$ cat src/rtl/mem_port_arbiter_if.sv
// Bundle of the fetch, load/store and memory-side signals of the memory port arbiter.
// The slave modport is the arbiter's view; the master modport is the
// surroundings' view: the two requesting ports plus the memory.
interface mem_port_arbiter_if #(
  parameter int AW = 32,
  parameter int DW = 32
);
  logic          if_req;
  logic [AW-1:0] if_addr;
  logic          if_gnt;
  logic          if_rvalid;
  logic [DW-1:0] if_rdata;

  logic          ls_req;
  logic          ls_we;
  logic [AW-1:0] ls_addr;
  logic [DW-1:0] ls_wdata;
  logic          ls_gnt;
  logic          ls_rvalid;
  logic [DW-1:0] ls_rdata;

  logic          mem_en;
  logic          mem_we;
  logic [AW-1:0] mem_addr;
  logic [DW-1:0] mem_wdata;
  logic [DW-1:0] mem_rdata;

  modport slave (
    input  if_req, if_addr, ls_req, ls_we, ls_addr, ls_wdata, mem_rdata,
    output if_gnt, if_rvalid, if_rdata, ls_gnt, ls_rvalid, ls_rdata,
           mem_en, mem_we, mem_addr, mem_wdata
  );

  modport master (
    output if_req, if_addr, ls_req, ls_we, ls_addr, ls_wdata, mem_rdata,
    input  if_gnt, if_rvalid, if_rdata, ls_gnt, ls_rvalid, ls_rdata,
           mem_en, mem_we, mem_addr, mem_wdata
  );
endinterface

$ cat src/rtl/mem_port_arbiter.sv
// Single-port memory arbiter between an instruction-fetch port and a
// load/store port. Grants and the memory strobe are combinational in the
// request cycle; read data comes back one cycle later. A response-owner
// register routes it to the port that issued the read. Load/store has
// priority, but a starvation counter forces a fetch win after STARVE_MAX
// consecutive denied fetch cycles.
module mem_port_arbiter #(
  parameter int AW         = 32,
  parameter int DW         = 32,
  parameter int STARVE_MAX = 4
) (
  input logic                clk,
  input logic                rst,
  mem_port_arbiter_if.slave  bus
);

  localparam logic [3:0] STARVE_LIM = 4'(STARVE_MAX);

  typedef enum logic [1:0] {
    OWN_NONE = 2'd0,
    OWN_IF   = 2'd1,
    OWN_LS   = 2'd2
  } owner_t;

  owner_t        own_p1;
  owner_t        own_nxt;
  logic [3:0]    starve_cnt;
  logic [3:0]    starve_nxt;
  logic          force_if;
  logic          gnt_if;
  logic          gnt_ls;
  logic          en_p0;
  logic          we_p0;
  logic [AW-1:0] addr_p0;
  logic [DW-1:0] wdata_p0;

  // Saturating increment keeps the 4-bit counter from wrapping back to zero.
  function automatic logic [3:0] sat_inc(input logic [3:0] c);
    return (c == 4'hF) ? 4'hF : c + 4'd1;
  endfunction

  // Arbitration, memory-side mux and next owner/counter, all in the request cycle.
  always_comb begin
    gnt_if     = 1'b0;
    gnt_ls     = 1'b0;
    en_p0      = 1'b0;
    we_p0      = 1'b0;
    addr_p0    = '0;
    wdata_p0   = '0;
    own_nxt    = OWN_NONE;
    starve_nxt = 4'd0;
    force_if   = bus.if_req && (starve_cnt == STARVE_LIM);

    if (!rst) begin
      if (force_if)        gnt_if = 1'b1;
      else if (bus.ls_req) gnt_ls = 1'b1;
      else if (bus.if_req) gnt_if = 1'b1;
    end

    if (gnt_if) begin
      en_p0   = 1'b1;
      addr_p0 = bus.if_addr;
      own_nxt = OWN_IF;
    end else if (gnt_ls) begin
      en_p0    = 1'b1;
      we_p0    = bus.ls_we;
      addr_p0  = bus.ls_addr;
      wdata_p0 = bus.ls_wdata;
      own_nxt  = bus.ls_we ? OWN_NONE : OWN_LS;
    end

    // Only a denied, still-pending fetch request keeps counting.
    if (bus.if_req && !gnt_if) starve_nxt = sat_inc(starve_cnt);
  end

  // Response owner and starvation counter; reset discards any pending response.
  always_ff @(posedge clk or posedge rst) begin
    if (rst) begin
      own_p1     <= OWN_NONE;
      starve_cnt <= 4'd0;
    end else begin
      own_p1     <= own_nxt;
      starve_cnt <= starve_nxt;
    end
  end

  // ---- stage p0: request-cycle outputs ----
  assign bus.if_gnt    = gnt_if;
  assign bus.ls_gnt    = gnt_ls;
  assign bus.mem_en    = en_p0;
  assign bus.mem_we    = we_p0;
  assign bus.mem_addr  = addr_p0;
  assign bus.mem_wdata = wdata_p0;

  // ---- stage p1: read data returned to the owning port ----
  assign bus.if_rvalid = (own_p1 == OWN_IF);
  assign bus.ls_rvalid = (own_p1 == OWN_LS);
  assign bus.if_rdata  = (own_p1 == OWN_IF) ? bus.mem_rdata : '0;
  assign bus.ls_rdata  = (own_p1 == OWN_LS) ? bus.mem_rdata : '0;

endmodule

$ cat src/flat_wrapper.sv
// flat-port wrapper written by rule: the top's interface ports become plain ports
module mem_port_arbiter_flat 
#(
  parameter int AW         = 32,
  parameter int DW         = 32,
  parameter int STARVE_MAX = 4
)
  (clk, rst, bus_if_req, bus_if_addr, bus_ls_req, bus_ls_we, bus_ls_addr, bus_ls_wdata, bus_mem_rdata, bus_if_gnt, bus_if_rvalid, bus_if_rdata, bus_ls_gnt, bus_ls_rvalid, bus_ls_rdata, bus_mem_en, bus_mem_we, bus_mem_addr, bus_mem_wdata);
  mem_port_arbiter_if #(.AW(AW), .DW(DW)) bus_i ();
  input logic clk;
  input logic rst;
  input wire logic [$bits(bus_i.if_req)-1:0] bus_if_req;
  input wire logic [$bits(bus_i.if_addr)-1:0] bus_if_addr;
  input wire logic [$bits(bus_i.ls_req)-1:0] bus_ls_req;
  input wire logic [$bits(bus_i.ls_we)-1:0] bus_ls_we;
  input wire logic [$bits(bus_i.ls_addr)-1:0] bus_ls_addr;
  input wire logic [$bits(bus_i.ls_wdata)-1:0] bus_ls_wdata;
  input wire logic [$bits(bus_i.mem_rdata)-1:0] bus_mem_rdata;
  output wire logic [$bits(bus_i.if_gnt)-1:0] bus_if_gnt;
  output wire logic [$bits(bus_i.if_rvalid)-1:0] bus_if_rvalid;
  output wire logic [$bits(bus_i.if_rdata)-1:0] bus_if_rdata;
  output wire logic [$bits(bus_i.ls_gnt)-1:0] bus_ls_gnt;
  output wire logic [$bits(bus_i.ls_rvalid)-1:0] bus_ls_rvalid;
  output wire logic [$bits(bus_i.ls_rdata)-1:0] bus_ls_rdata;
  output wire logic [$bits(bus_i.mem_en)-1:0] bus_mem_en;
  output wire logic [$bits(bus_i.mem_we)-1:0] bus_mem_we;
  output wire logic [$bits(bus_i.mem_addr)-1:0] bus_mem_addr;
  output wire logic [$bits(bus_i.mem_wdata)-1:0] bus_mem_wdata;
  assign bus_i.if_req = bus_if_req;
  assign bus_i.if_addr = bus_if_addr;
  assign bus_i.ls_req = bus_ls_req;
  assign bus_i.ls_we = bus_ls_we;
  assign bus_i.ls_addr = bus_ls_addr;
  assign bus_i.ls_wdata = bus_ls_wdata;
  assign bus_i.mem_rdata = bus_mem_rdata;
  assign bus_if_gnt = bus_i.if_gnt;
  assign bus_if_rvalid = bus_i.if_rvalid;
  assign bus_if_rdata = bus_i.if_rdata;
  assign bus_ls_gnt = bus_i.ls_gnt;
  assign bus_ls_rvalid = bus_i.ls_rvalid;
  assign bus_ls_rdata = bus_i.ls_rdata;
  assign bus_mem_en = bus_i.mem_en;
  assign bus_mem_we = bus_i.mem_we;
  assign bus_mem_addr = bus_i.mem_addr;
  assign bus_mem_wdata = bus_i.mem_wdata;
  mem_port_arbiter #(.AW(AW), .DW(DW), .STARVE_MAX(STARVE_MAX)) u_core (.clk(clk), .rst(rst), .bus(bus_i));
endmodule
$ cat config.mk
export PLATFORM = sky130hd
export DESIGN_NAME = mem_port_arbiter_flat
export DESIGN_NICKNAME = d
export VERILOG_FILES = /design/src/rtl/mem_port_arbiter_if.sv /design/src/rtl/mem_port_arbiter.sv /design/src/flat_wrapper.sv
export SDC_FILE = /design/constraint.sdc
export NUM_CORES = 1
export LEC_CHECK = 0
export BUFFER_PORTS_ARGS = -buffer_cell sky130_fd_sc_hd__buf_2
export CAP_MARGIN = 20
export CELL_PAD_IN_SITES_DETAIL_PLACEMENT = 1
export CELL_PAD_IN_SITES_GLOBAL_PLACEMENT = 2
export CORE_UTILIZATION = 10
export CTS_CLUSTER_SIZE = 40
export DETAILED_ROUTE_END_ITERATION = 6
export GPL_TIMING_DRIVEN = 0
export PLACE_DENSITY_LB_ADDON = 0.08
export SYNTH_ARGS = -nofsm -noshare
export SYNTH_HDL_FRONTEND = slang
export SYNTH_SLANG_ARGS = --single-unit
$ cat constraint.sdc
create_clock -name clk -period 1.63 [get_ports clk]
set_input_delay 0.326 -clock clk [delete_from_list [all_inputs] [get_ports clk]]
set_output_delay 0.326 -clock clk [all_outputs]
set_load 0.02 [all_outputs]
; Word-level counts from Yosys, hierarchy flattened
; Cells that the tools add are included.
[totals]
output_inout_bits = 134
register_bits = 6
input_bits = 133
wordCells = 32
[classes]
addsub = 1
n_reduce_logical = 3
eq_ne = 4
muxes = 22
[ops]
columns = operator, n
row1 = 32-bit 2-to-1 mux, 6
row2 = 1-bit 2-to-1 mux, 11
row3 = 4-bit 2-to-1 mux, 2
row4 = 2-bit 2-to-1 mux, 3
row5 = "4-bit by 1-bit adder with 4-bit output, second input constant", 1
row6 = "4-bit by 3-bit equality test with 1-bit output, second input constant", 1
row7 = "4-bit equality test, second input constant", 1
row8 = "2-bit by 1-bit equality test with 1-bit output, second input constant", 1
row9 = "2-bit equality test, second input constant", 1
row10 = 1-bit logical AND, 2
row11 = 1-bit zero test, 1

; Depth between registers and ports, before layout
[depth]
depth_word = 7
ltp_mapped = 6
depth_no_buf = 5

; Worst setup path after synthesis
; OpenSTA, ideal clock, no wires.
[synth_timing]
path_kind = reg-to-output
startpoint = register u_core.starve_cnt[0]
endpoint = output port bus_mem_addr[22]
slack_ns = -0.319
path_buffers = 1
path_stages_with_launch = 7
arrival_ns = 1.623
cell_sequence = dfrtp_1 -> inv_1 -> ha_1 -> nand3b_1 -> a211oi_4 -> buf_6 -> a22o_1
[synth_between]
word_cells_on_any_way = 8
classes_between = eq/ne: 1 / mux: 6 / reduce/logical: 1
[synth_lines]
columns = element, line
row1 = from (decl), mem_port_arbiter.sv:27  ; logic [3:0] starve_cnt;
row2 = from (signal assigned), mem_port_arbiter.sv:83  ; starve_cnt <= starve_nxt;
row3 = 4-bit by 3-bit equality test with 1-bit output, mem_port_arbiter.sv:52  ; force_if = bus.if_req && (starve_cnt == STARVE_LIM);
row4 = 1-bit logical AND, mem_port_arbiter.sv:52
row5 = 1-bit 2-to-1 mux, mem_port_arbiter.sv:55  ; if (force_if) gnt_if = 1'b1;
row6 = 1-bit 2-to-1 mux, mem_port_arbiter.sv:54  ; if (!rst) begin
row7 = via bus_if_gnt, flat_wrapper.sv:19  ; output wire logic [$bits(bus_i.if_gnt)-1:0] bus_if_gnt;
row8 = 32-bit 2-to-1 mux, mem_port_arbiter.sv:60  ; if (gnt_if) begin
row9 = to (decl), flat_wrapper.sv:27  ; output wire logic [$bits(bus_i.mem_addr)-1:0] bus_mem_addr;
; The timed path passes the listed nets, and every way through them passes these cells.

; Final worst setup path
[layout_timing]
startpoint = register u_core.starve_cnt[1]
endpoint = output port bus_mem_addr[21]
[layout_between]
elab_chain_cells = 6
word_cells_on_any_way = 8
classes_between = eq/ne: 1 / mux: 6 / reduce/logical: 1
[layout_rtl]
columns = element, line
row1 = 4-bit by 3-bit equality test with 1-bit output (*), mem_port_arbiter.sv:52
row2 = 1-bit logical AND (*), mem_port_arbiter.sv:52
row3 = 1-bit 2-to-1 mux, mem_port_arbiter.sv:55
row4 = 1-bit 2-to-1 mux, mem_port_arbiter.sv:54
row5 = 32-bit 2-to-1 mux, mem_port_arbiter.sv:64  ; end else if (gnt_ls) begin
row6 = 32-bit 2-to-1 mux (*), mem_port_arbiter.sv:60
; Every way passes the cells marked *; elsewhere a longest branch is shown, timed or not.

==> impl_metrics.tcl <==
set metrics [dict create \
    post_layout_nonfiller_instances 652 \
    post-route-drc-count 0 \
    fin_ws_ps -494 \
    core_um2 13200 \
    violations "setup timing" \
    cts_tree "yes" \
    insertedDiodeCount 0 \
    power_density_nw_per_um2 353 \
    max_freq_ghz 0.471 \
    cp_max_fo 10 \
    drt_pass1_iterations 5 \
    die_y_um 118 \
    synth.ff_latch_count 6 \
    viasPerCell 3.87 \
    crit_start "u_core.starve_cnt[1]" \
    hold_violations 0 \
    dp_hpwl_um 7210 \
    final_common_cell "buf_6" \
    drv_cap 0 \
    vias 2523 \
    ys.warnings.count 0 \
    skew_ps 3.17 \
    setup_viol_count_final 108 \
    grt_pass1_wl_um 14700 \
    initial_core_util_pct 10.2 \
    die_width_um 118 \
    htreeDepth 1 \
    avgSynthCellArea_um2 7.60 \
    crit_type "reg -> out" \
    place_area_um2 3250 \
    syn-cell-area_um2 1350 \
    placement_rows 42 \
    r2r-end "u_core.starve_cnt[2]" \
    antenna_found_initial 0 \
    arrival_ps 1800 \
    holdWs_ps 82.8 \
    worst_setup_path_end_kind "output port" \
    hp-class "in -> async" \
    syn_nets 312 \
    slew_viol_final 0 \
    power.leakage_uw 0.00254 \
    reg2reg_slack_ps 200 \
    root_buffer "clkbuf_16" \
    clkLatencyLatePin_ps 230 \
    path_clk_slew_ps 30 \
    design_area_um2 4800 \
    cts_buffers 3 \
    final.min_clock_period_ps 2120 \
    grt_max_degree 11 \
    nNetsFinal 613 \
    pin_count 267 \
    grt_usage_pct 13.1 \
    wl_um 9450 \
    cts.sinks 6 \
    fin_crit_sh_pct 130 \
    synthDistinctLibCells 21 \
    outcome "finished, violations left" \
    avgRoutedWirePerCell_um 14.5 \
    fillers 1508 \
    routabilityCongestion 0.729 \
    rsz0062_at_grt "true" \
    ant_nets 0 \
    regToRegStartpoint "u_core.starve_cnt[0]" \
    peakVddDrop_v 0.000186 \
    layout_common_cells "140 x buf_6, 136 x buf_2, 94 x and2_4, 29 x a22o_4, 15 x buf_8" \
    overflow 0 \
    portBuffers 266 \
    ff2ff_path_depth 5 \
    cts.path.max_buffers 2 \
    syn_inst 177 \
    worst_setup_path_start_kind "flop" \
    drive_gt1_share_pct 94.3 \
    area_growth_syn_to_layout_pct 257 \
    yosysSeqAreaShare_pct 11.2 \
    finalPower_uw 1690 \
    drt_iter0_markers 57 \
    tightest_slew_ps 393 \
    die_area_um2 13900 \
    dp.cells 619 \
    grt_pass1_vias 2844 \
    worstPathRequired_ps 1300 \
    slew_headroom_pct 73.1 \
]
==> logic make-up after synthesis <==
family | Yosys count | share of synthesized area, %
simple gates | 107 | 49.9
buf+inv | 22 | 9.58
flops | 6 | 11.2
compound gates | 40 | 27.5
fa+ha+maj | 2 | 1.86
==> how the worst max path moves through the flow <==
stage,end,cells past startpoint
floorplan,bus_mem_addr[22],6
global placement,bus_mem_addr[23],7
detailed placement,bus_mem_addr[23],7
CTS,bus_mem_addr[26],7
global route,bus_mem_addr[1],8
finish,bus_mem_addr[21],8
==> state kept, by name (all words and copies together) (netlist names) <==
signal / cells
u_core.own_p1: 2
u_core.starve_cnt: 4
==> Yosys cell counts <==
master / count / area share (%)
and2_1: 97 / 45
a22o_1: 29 / 19
clkbuf_1: 8 / 2.2
dfrtp_1: 6 / 11
inv_1: 6 / 1.7
buf_6: 5 / 4.2
a22o_2: 3 / 2.2
nor2b_1: 3 / 1.4
nor3_1: 3 / 1.1
a2111oi_0: 2 / 1.3
a21oi_1: 2 / 0.74
a31oi_1: 2 / 0.93
buf_4: 2 / 1.1
ha_1: 2 / 1.9
a211oi_4: 1 / 1.5
a311oi_4: 1 / 2.0
buf_2: 1 / 0.37
nand3_1: 1 / 0.37
nand3b_1: 1 / 0.56
nor2_1: 1 / 0.28
nor2b_4: 1 / 1.0
==> cell type report <==
cell class / instances / area [um2] / share of cell area (%)
Buffer: 16 / 255 / 5.32
Tap cell: 176 / 220 / 4.59
Sequential cell: 6 / 150 / 3.13
Timing Repair Buffer: 296 / 2490 / 51.9
Clock buffer: 3 / 75.1 / 1.57
Inverter: 6 / 22.5 / 0.470
Multi-Input combinational cell: 149 / 1580 / 33.0
==> through the flow <==
step	util, %	setup TNS [ps]	setup WS [ps]
2_1_floorplan	-	-6760	-214
3_3_place_gp	24.6	-29870	-509
3_5_place_dp	24.6	-29940	-526
4_1_cts	35.7	-35920	-560
5_1_grt	36.4	-38690	-572
6_report	36.4	-31230	-494
==> what timing repair did <==
action / CTS / global route
hold buffers: 0 / 0
gates cloned: 11 / 0
endpoints found under the setup margin: 130 / 130
pin swaps: 76 / 8
hold endpoints to repair: 0 / 0
resized for setup: 370 / 23
setup buffers: 14 / 6
==> worst max-delay path, cell delays in order, from the launching register on <==
cell,delay [ps]
dfrtp_1,380
inv_2,70
ha_4,140
nand3b_1,150
a211oi_4,270
buf_12,160
buf_12,140
a22o_4,140
buf_6,110
==> where the power goes <==
group	leakage [uW]	total, uW	internal [uW]	switching, uW
Combinational	0.00242	1140	653	484
Sequential	0.0000810	162	156	5.74
Clock	0.0000370	391	314	77.0
==> layer usage <==
layer | part of all wire [%] | GRT usage, % | vias up
li1 | - | - | 1200
met5 | 0 | 0 | -
met4 | 0.58 | 2.40 | 0
met1 | 30 | 11.6 | 1170
met3 | 8.6 | 3.20 | 2
met2 | 60 | 28.7 | 151
Note: power is estimated with default switching activity, not from simulation.
